<file path="src/rtl/hamming_2d_pkg.sv">
// Shared constants and helpers for the 2D interleaved Hamming(15,11) code.
// Used by both encoder and decoder sides of the link.
package hamming_2d_pkg;

   localparam int unsigned HAM_N = 15;
   localparam int unsigned HAM_K = 11;

   // Check-bit positions 1,2,4,8 as a mask over bit j (position j+1)
   localparam logic [HAM_N-1:0] CHECK_MASK = 15'h008B;

   // Per-word decode outcome; the two flags are mutually exclusive
   typedef struct packed {
      logic corrected;
      logic uncorrectable;
   } dec_status_t;

   // Bus bit carrying Hamming bit j of row r
   function automatic int unsigned idx(input int unsigned j, input int unsigned r,
                                       input int unsigned rows);
      return j * (rows + 1) + r;
   endfunction

   // XOR of the 1-based positions of all set bits
   function automatic logic [3:0] syndrome(input logic [HAM_N-1:0] cw);
      logic [3:0] s;
      s = '0;
      for (int unsigned j = 0; j < HAM_N; j++) begin
         if (cw[4'(j)]) s = s ^ 4'(j + 1);
      end
      return s;
   endfunction

   // Data bits live at the non-check positions, ascending, LSB first
   function automatic logic [HAM_K-1:0] extract_data(input logic [HAM_N-1:0] cw);
      logic [HAM_K-1:0] d;
      logic [3:0]       k;
      d = '0;
      k = '0;
      for (int unsigned j = 0; j < HAM_N; j++) begin
         if (!CHECK_MASK[4'(j)]) begin
            d[k] = cw[4'(j)];
            k    = k + 4'd1;
         end
      end
      return d;
   endfunction

   // Bit (s-1) set; zero syndrome maps to no bit
   function automatic logic [HAM_N-1:0] onehot15(input logic [3:0] s);
      logic [HAM_N-1:0] o;
      o = '0;
      if (s != 4'd0) o[s - 4'd1] = 1'b1;
      return o;
   endfunction

endpackage

</file>
<file path="src/rtl/hamming_2d_stream_decoder_if.sv">
// Stream bus of the 2D Hamming decoder: codeword input side (s_*) and
// decoded payload output side (m_*) with valid/ready handshakes.
//   slave  : decoder view      master : upstream/downstream environment view
interface hamming_2d_stream_decoder_if #(
   parameter int unsigned ROWS = 4
) ();
   import hamming_2d_pkg::*;

   localparam int unsigned DW = ROWS * HAM_K;
   localparam int unsigned CW = (ROWS + 1) * HAM_N;

   logic            s_valid;
   logic            s_ready;
   logic [CW-1:0]   s_data;
   logic            m_valid;
   logic            m_ready;
   logic [DW-1:0]   m_data;
   logic            m_corrected;
   logic            m_uncorrectable;
   logic [ROWS-1:0] m_err_rows;

   modport slave (
      input  s_valid, s_data, m_ready,
      output s_ready, m_valid, m_data, m_corrected, m_uncorrectable, m_err_rows
   );

   modport master (
      output s_valid, s_data, m_ready,
      input  s_ready, m_valid, m_data, m_corrected, m_uncorrectable, m_err_rows
   );

endinterface

</file>
<file path="src/rtl/hamming_15_11_row_check.sv">
// Combinational syndrome and raw data extraction for one Hamming(15,11) row.
//   row_i    : received 15-bit row, bit j = position j+1
//   syn_c_o  : 4-bit syndrome
//   data_c_o : 11 uncorrected data bits
module hamming_15_11_row_check
   import hamming_2d_pkg::*;
(
   input  logic [HAM_N-1:0] row_i,
   output logic [3:0]       syn_c_o,
   output logic [HAM_K-1:0] data_c_o
);

   assign syn_c_o  = syndrome(row_i);
   assign data_c_o = extract_data(row_i);

endmodule

</file>
<file path="src/rtl/hamming_2d_stream_decoder.sv">
// Two-stage streaming decoder for the 2D interleaved Hamming code.
// Stage 1 de-interleaves and computes row syndromes and column mismatch;
// stage 2 cross-checks them, corrects, and registers payload and flags.
//   clk, rst_n   : clock, async active-low reset
//   bus          : s_* codeword stream in, m_* payload stream out
//   cnt_clear    : synchronous clear of both statistics counters
//   corr_count   : saturating count of corrected words delivered
//   uncorr_count : saturating count of uncorrectable words delivered
module hamming_2d_stream_decoder
   import hamming_2d_pkg::*;
#(
   parameter int unsigned ROWS  = 4,
   parameter int unsigned CNT_W = 16
) (
   input  logic                        clk,
   input  logic                        rst_n,
   hamming_2d_stream_decoder_if.slave  bus,
   input  logic                        cnt_clear,
   output logic [CNT_W-1:0]            corr_count,
   output logic [CNT_W-1:0]            uncorr_count
);

   localparam int unsigned NR = ROWS + 1;

   logic                        en1_c;
   logic                        en2_c;
   logic [ROWS-1:0][HAM_N-1:0]  row_c;
   logic [ROWS-1:0][3:0]        syn_c;
   logic [ROWS-1:0][HAM_K-1:0]  dat_c;
   logic [HAM_N-1:0]            e_c;

   logic                        v1_q;
   logic [ROWS-1:0][3:0]        syn_q;
   logic [ROWS-1:0][HAM_K-1:0]  dat_q;
   logic [HAM_N-1:0]            e_q;

   logic [ROWS-1:0][HAM_N-1:0]  oh_c;
   logic [HAM_N-1:0][ROWS-1:0]  oh_t_c;
   logic [ROWS-1:0][HAM_K-1:0]  fix_c;
   logic [HAM_N-1:0]            x_c;
   logic [ROWS-1:0]             err_rows_c;
   logic                        match_c;
   logic                        single_c;
   dec_status_t                 st_c;
   logic [ROWS-1:0][HAM_K-1:0]  pay_c;

   logic                        v2_q;
   logic [ROWS-1:0][HAM_K-1:0]  pay_q;
   dec_status_t                 st_q;
   logic [ROWS-1:0]             err_rows_q;

   logic                        xfer_c;
   logic [CNT_W-1:0]            corr_cnt_d, corr_cnt_q;
   logic [CNT_W-1:0]            uncorr_cnt_d, uncorr_cnt_q;

   // Pipeline enables: a stage advances when empty or when its successor does
   assign en2_c       = !v2_q || bus.m_ready;
   assign en1_c       = !v1_q || en2_c;
   assign bus.s_ready = en1_c;

   // De-interleave data rows and check each one
   for (genvar r = 0; r < ROWS; r++) begin : g_row
      for (genvar j = 0; j < HAM_N; j++) begin : g_bit
         assign row_c[r][j] = bus.s_data[idx(j, r, ROWS)];
      end
      hamming_15_11_row_check u_chk (
         .row_i    (row_c[r]),
         .syn_c_o  (syn_c[r]),
         .data_c_o (dat_c[r])
      );
   end

   // All rows of one position are adjacent on the bus, so E is a slice XOR
   for (genvar j = 0; j < HAM_N; j++) begin : g_col
      assign e_c[j] = ^bus.s_data[j*NR +: NR];
   end

   // Stage 1: keep only data bits; check bits matter only through S_r and E
   always_ff @(posedge clk or negedge rst_n) begin
      if (!rst_n) begin
         v1_q  <= 1'b0;
         syn_q <= '0;
         dat_q <= '0;
         e_q   <= '0;
      end else if (en1_c) begin
         v1_q <= bus.s_valid;
         if (bus.s_valid) begin
            syn_q <= syn_c;
            dat_q <= dat_c;
            e_q   <= e_c;
         end
      end
   end

   // Per-row correction candidates and the column mismatch they predict
   for (genvar r = 0; r < ROWS; r++) begin : g_fix
      assign oh_c[r]       = onehot15(syn_q[r]);
      assign err_rows_c[r] = |syn_q[r];
      // Flipping a check position leaves the data bits untouched
      assign fix_c[r]      = dat_q[r] ^ extract_data(oh_c[r]);
      for (genvar j = 0; j < HAM_N; j++) begin : g_t
         assign oh_t_c[j][r] = oh_c[r][j];
      end
   end

   for (genvar j = 0; j < HAM_N; j++) begin : g_x
      assign x_c[j] = ^oh_t_c[j];
   end

   assign match_c  = (e_q == x_c);
   assign single_c = (e_q != '0) && ((e_q & (e_q - 15'd1)) == '0);

   // Decision: agreement of E with X covers both clean and correctable words
   always_comb begin
      st_c  = '0;
      pay_c = dat_q;
      if (match_c) begin
         st_c.corrected = |err_rows_c;
         pay_c          = fix_c;
      end else if ((err_rows_c == '0) && single_c) begin
         st_c.corrected = 1'b1;
      end else begin
         st_c.uncorrectable = 1'b1;
      end
   end

   // Stage 2: output register
   always_ff @(posedge clk or negedge rst_n) begin
      if (!rst_n) begin
         v2_q       <= 1'b0;
         pay_q      <= '0;
         st_q       <= '0;
         err_rows_q <= '0;
      end else if (en2_c) begin
         v2_q <= v1_q;
         if (v1_q) begin
            pay_q      <= pay_c;
            st_q       <= st_c;
            err_rows_q <= err_rows_c;
         end
      end
   end

   assign bus.m_valid         = v2_q;
   assign bus.m_data          = pay_q;
   assign bus.m_corrected     = st_q.corrected;
   assign bus.m_uncorrectable = st_q.uncorrectable;
   assign bus.m_err_rows      = err_rows_q;

   // Saturating statistics; clear takes priority over a same-cycle transfer
   assign xfer_c = v2_q && bus.m_ready;

   always_comb begin
      corr_cnt_d   = corr_cnt_q;
      uncorr_cnt_d = uncorr_cnt_q;
      if (cnt_clear) begin
         corr_cnt_d   = '0;
         uncorr_cnt_d = '0;
      end else if (xfer_c) begin
         if (st_q.corrected && (corr_cnt_q != '1))
            corr_cnt_d = corr_cnt_q + CNT_W'(1);
         if (st_q.uncorrectable && (uncorr_cnt_q != '1))
            uncorr_cnt_d = uncorr_cnt_q + CNT_W'(1);
      end
   end

   always_ff @(posedge clk or negedge rst_n) begin
      if (!rst_n) begin
         corr_cnt_q   <= '0;
         uncorr_cnt_q <= '0;
      end else begin
         corr_cnt_q   <= corr_cnt_d;
         uncorr_cnt_q <= uncorr_cnt_d;
      end
   end

   assign corr_count   = corr_cnt_q;
   assign uncorr_count = uncorr_cnt_q;

endmodule

</file>
<file path="src/flat_wrapper.sv">
// flat-port wrapper written by rule: the top's interface ports become plain ports
module hamming_2d_stream_decoder_flat import hamming_2d_pkg::*;
#(
   parameter int unsigned ROWS  = 4,
   parameter int unsigned CNT_W = 16
)
  (clk, rst_n, cnt_clear, corr_count, uncorr_count, bus_s_valid, bus_s_data, bus_m_ready, bus_s_ready, bus_m_valid, bus_m_data, bus_m_corrected, bus_m_uncorrectable, bus_m_err_rows);
  hamming_2d_stream_decoder_if #(.ROWS(ROWS)) bus_i ();
  input  logic clk;
  input  logic rst_n;
  input  logic cnt_clear;
  output logic [CNT_W-1:0] corr_count;
  output logic [CNT_W-1:0] uncorr_count;
  input wire logic [$bits(bus_i.s_valid)-1:0] bus_s_valid;
  input wire logic [$bits(bus_i.s_data)-1:0] bus_s_data;
  input wire logic [$bits(bus_i.m_ready)-1:0] bus_m_ready;
  output wire logic [$bits(bus_i.s_ready)-1:0] bus_s_ready;
  output wire logic [$bits(bus_i.m_valid)-1:0] bus_m_valid;
  output wire logic [$bits(bus_i.m_data)-1:0] bus_m_data;
  output wire logic [$bits(bus_i.m_corrected)-1:0] bus_m_corrected;
  output wire logic [$bits(bus_i.m_uncorrectable)-1:0] bus_m_uncorrectable;
  output wire logic [$bits(bus_i.m_err_rows)-1:0] bus_m_err_rows;
  assign bus_i.s_valid = bus_s_valid;
  assign bus_i.s_data = bus_s_data;
  assign bus_i.m_ready = bus_m_ready;
  assign bus_s_ready = bus_i.s_ready;
  assign bus_m_valid = bus_i.m_valid;
  assign bus_m_data = bus_i.m_data;
  assign bus_m_corrected = bus_i.m_corrected;
  assign bus_m_uncorrectable = bus_i.m_uncorrectable;
  assign bus_m_err_rows = bus_i.m_err_rows;
  hamming_2d_stream_decoder #(.ROWS(ROWS), .CNT_W(CNT_W)) u_core (.clk(clk), .rst_n(rst_n), .bus(bus_i), .cnt_clear(cnt_clear), .corr_count(corr_count), .uncorr_count(uncorr_count));
endmodule
</file>
<file path="config.mk">
export PLATFORM = sky130hd
export DESIGN_NAME = hamming_2d_stream_decoder_flat
export DESIGN_NICKNAME = d
export VERILOG_FILES = /design/src/rtl/hamming_2d_pkg.sv /design/src/rtl/hamming_2d_stream_decoder_if.sv /design/src/rtl/hamming_15_11_row_check.sv /design/src/rtl/hamming_2d_stream_decoder.sv /design/src/flat_wrapper.sv
export SDC_FILE = /design/constraint.sdc
export NUM_CORES = 1
export LEC_CHECK = 0
export ABC_AREA = 1
export CORE_MARGIN = 5
export CORE_UTILIZATION = 30
export DETAILED_ROUTE_END_ITERATION = 6
export PLACE_DENSITY = 0.61
export SYNTH_ARGS = -nofsm -noshare
export SYNTH_HDL_FRONTEND = slang
export SYNTH_SLANG_ARGS = --single-unit
</file>
<file path="constraint.sdc">
create_clock -name clk -period 2.95 [get_ports clk]
set_input_delay 0.7375 -clock clk [delete_from_list [all_inputs] [get_ports clk]]
set_output_delay 0.7375 -clock clk [all_outputs]
set_load 0.01 [all_outputs]
</file>
==> run_results.csv <==
group,metric,value,unit
outcome,status,"completed",
global_route,grt_pass1_wl,52050,microns
placement,dp_cells,2060,
clock_tree,htree_levels,4,
yosys,async_flop_share,100.0,%
clock_tree,cts-root-buf,"clkbuf_16",
yosys,synth_seq_cells,159,
clock_tree,cts.sinks,159,
power,power_density,644.7,nW/um^2
clock_tree,clkTransAtPathRegs,60,ps
worst_setup_path,rr_endpoint,"u_core.bus.m_data[29]",
placement,dp_hpwl,26370,microns
layout,final_cells,2092,
floorplanning,num_io_pins,164,
yosys,synthAdderAreaFrac,0.2360,%
sta,worstMarginPinSlew,521.7,ps
sta,clock_skew,13.47,ps
floorplanning,die_w,198.0,microns
sta,relSlewSlack,65.22,%
worst_setup_path,critical_path_class,"in2out",
yosys,syn_avg_cell_area,7.199,sq um
yosys,yosys_most_used_dff,"dfrtp_1",
floorplanning,rows,68,
sta,timing.hold.ws,250.6,ps
sta,fin_tns_setup,0,ps
layout,nets,1706,
worst_setup_path,cp-endpoint,"bus_s_ready",
route,drtAntennaViolNets,0,
placement,gp_congestion,0.8935,
route,drcViolationCount,0,
layout,layout_commonest_cell,"nand2_1",
sta,period_share,91.39,%
yosys,synthMuxAreaShare,0,%
placement,port_buffers,163,
worst_setup_path,cp_max_fo,3,
global_route,grt_usage,16.75,%
worst_setup_path,cp.required,2210,ps
clock_tree,cts_tree,"built",
clock_tree,ctsHoldBuffers,0,
yosys,syn_nets,1555,
yosys,ys.warnings.count,0,
clock_tree,cts_made_buffers,17,
global_route,grt_overflow_total,0,
sta,min_period,2696,ps
sta,finalHoldViolations,0,
clock_tree,postCtsSetupBuffers,0,
layout,drive_above_1_share,5.315,%
sta,setup_viol,0,
worst_setup_path,worstPathArrival,1960,ps
layout,fin_util,38.62,%
layout,antenna_cells,0,
layout,nFillCells,3658,
yosys,synth_xor_area_share,16.85,%
route,via_count,9838,
route,drt_iter0_markers,650,
floorplanning,initial_core_util,30.55,%
floorplanning,die_h,198.0,microns
worst_setup_path,slowest_delay,560,ps
worst_setup_path,reg2reg_depth,18,
hold_path,min_path_type,"in2async",
yosys,yosysUniqueCellTypes,40,
clock_tree,clkLatencyLatePin,430,ps
yosys,synth_edf_count,0,
power,p_leak,6.321,nW
route,dr.pass1.iters,5,
worst_setup_path,worst_setup_path_start_kind,"input port",
global_route,antenna_found_initial,0,
flow_run,drv_cap,0,
worst_setup_path,crit_chain,"clkdlybuf4s50_1 > inv_1 > nand3_1 > clkdlybuf4s50_1",
sta,fmax,370.9,MHz
route,vias_per_cell,4.703,
yosys,yosysSeqAreaShare,37.52,%
worst_setup_path,crit_top_cell,"clkdlybuf4s50_1",
floorplanning,dieArea,39210,sq um
yosys,synth_top_family_by_area,"simple AND/OR/NAND/NOR gates",
worst_setup_path,cp-startpoint,"bus_m_ready",
yosys,synth_area,10600,sq um
worst_setup_path,r2r_slack,320,ps
route,drt_wl_total,32950,microns
route,routedWlPerCell,15.75,microns
floorplanning,coreArea,34710,sq um
yosys,synth-simple-area-share,30.11,%
power,ir_worst_vdd,0.4957,mV
worst_setup_path,reg2reg_from,"u_core.syn_q[15]",
yosys,synth_cells,1473,
sta,rsz0062_at_grt,"false",
worst_setup_path,cp-end-kind,"output pin",
clock_tree,clockBufferDepth,2,
layout,layout_common_cells,"nand2_1, clkdlybuf4s50_1, dfrtp_1",
global_route,grt_pass1_vias,9468,
yosys,synth_compound_area_share,7.611,%
clock_tree,ctsResizeCount,0,
global_route,grt_max_degree,65,
layout,syn_to_final_growth,26.44,%
worst_setup_path,cp_slowest_cell,"clkdlybuf4s50_1",
sta,slew_viol_final,0,
==> worst min path at each step <==
stage	startpoint	end	slack, ps	depth (start not counted)
2_1_floorplan	rst_n	u_core.bus.m_corrected	440	0
4_1_cts	rst_n	u_core.corr_count[7]	270	1
3_5_place_dp	u_core.bus.m_data[25]	u_core.bus.m_data[25]	470	2
5_1_grt	rst_n	u_core.corr_count[11]	290	1
6_report	rst_n	u_core.corr_count[11]	250	1
3_3_place_gp	u_core.bus.m_data[34]	u_core.bus.m_data[34]	460	2
==> Yosys cell counts (all sizes together), types with 4 or more instances <==
library cell / n / area [sq um]
nor3: 17 / 85.08
nand3b: 6 / 45.04
nand2: 528 / 1994
a31oi: 8 / 50.05
xnor2: 82 / 718.2
a21oi: 25 / 125.1
dfrtp: 159 / 3979
buf: 26 / 178.9
xor2: 122 / 1069
nor2: 78 / 351.6
inv: 139 / 521.8
clkbuf: 28 / 105.1
o21ai: 108 / 540.5
nand3: 89 / 445.4
nand4: 34 / 212.7
nor4: 4 / 25.02
==> through the flow <==
stage / total power, mW / setup WS [ps] / instance area (sq um)
2_1_floorplan: 4.912 / 871.0 / 10600
3_3_place_gp: 6.143 / 271.5 / 12750
3_5_place_dp: 6.201 / 217.3 / 12750
4_1_cts: 8.729 / 250.3 / 13410
5_1_grt: 9.212 / 35.81 / 13410
6_report: 8.644 / 254.0 / 13410
==> flip-flops by register name, indices dropped and copies added, names as in the netlist <==
name / flops
u_core.dat_q: 44
u_core.uncorr_count: 16
u_core.v1_q: 1
u_core.bus.m_uncorrectable: 1
u_core.bus.m_err_rows: 4
u_core.bus.m_corrected: 1
u_core.syn_q: 16
u_core.bus.m_valid: 1
u_core.e_q: 15
u_core.corr_count: 16
u_core.bus.m_data: 44
==> power by group <==
part           internal [mW]  switching (mW)  leakage [nW]
logic                   1.29            1.80          4.01
registers               2.60           0.470          2.00
clock network           1.52           0.975         0.313
==> metal layers <==
| layer | track usage [%] | part of all wire [%] |
|---|---|---|
| met4 | 3.953 | 1.4 |
| met2 | 26.16 | 45 |
| met5 | 0 | 0 |
| met1 | 24.55 | 48 |
| met3 | 2.416 | 5.8 |
==> critical path: cells and delay by family <==
kind | cells | cell delay (ps)
buffers and inverters | 3 | 1080
and+or+nand+nor | 1 | 130
==> final cells by class <==
cell class	instances	area, sq um	share of cell area (%)
inverters	141	529.3	3.947
flip-flops and latches	159	3979	29.68
well taps	455	569.3	4.246
multi-input cells	1119	5817	43.38
clock inverters	11	177.7	1.325
clock buffers	21	480.5	3.583
repair buffers	186	1856	13.84
==> kinds of logic (layout without fill, tap and decap cells) <==
kind of cell               Yosys count  after routing
and+or+nand+nor                    761            761
xor gates and xnor gates           204            204
buffers and inverters              195            359
DFF                                159            159
AOI/OAI and AO/OA                  152            152
adders and majority gates            2              2
No activity file was read; power rests on OpenSTA's default activity.
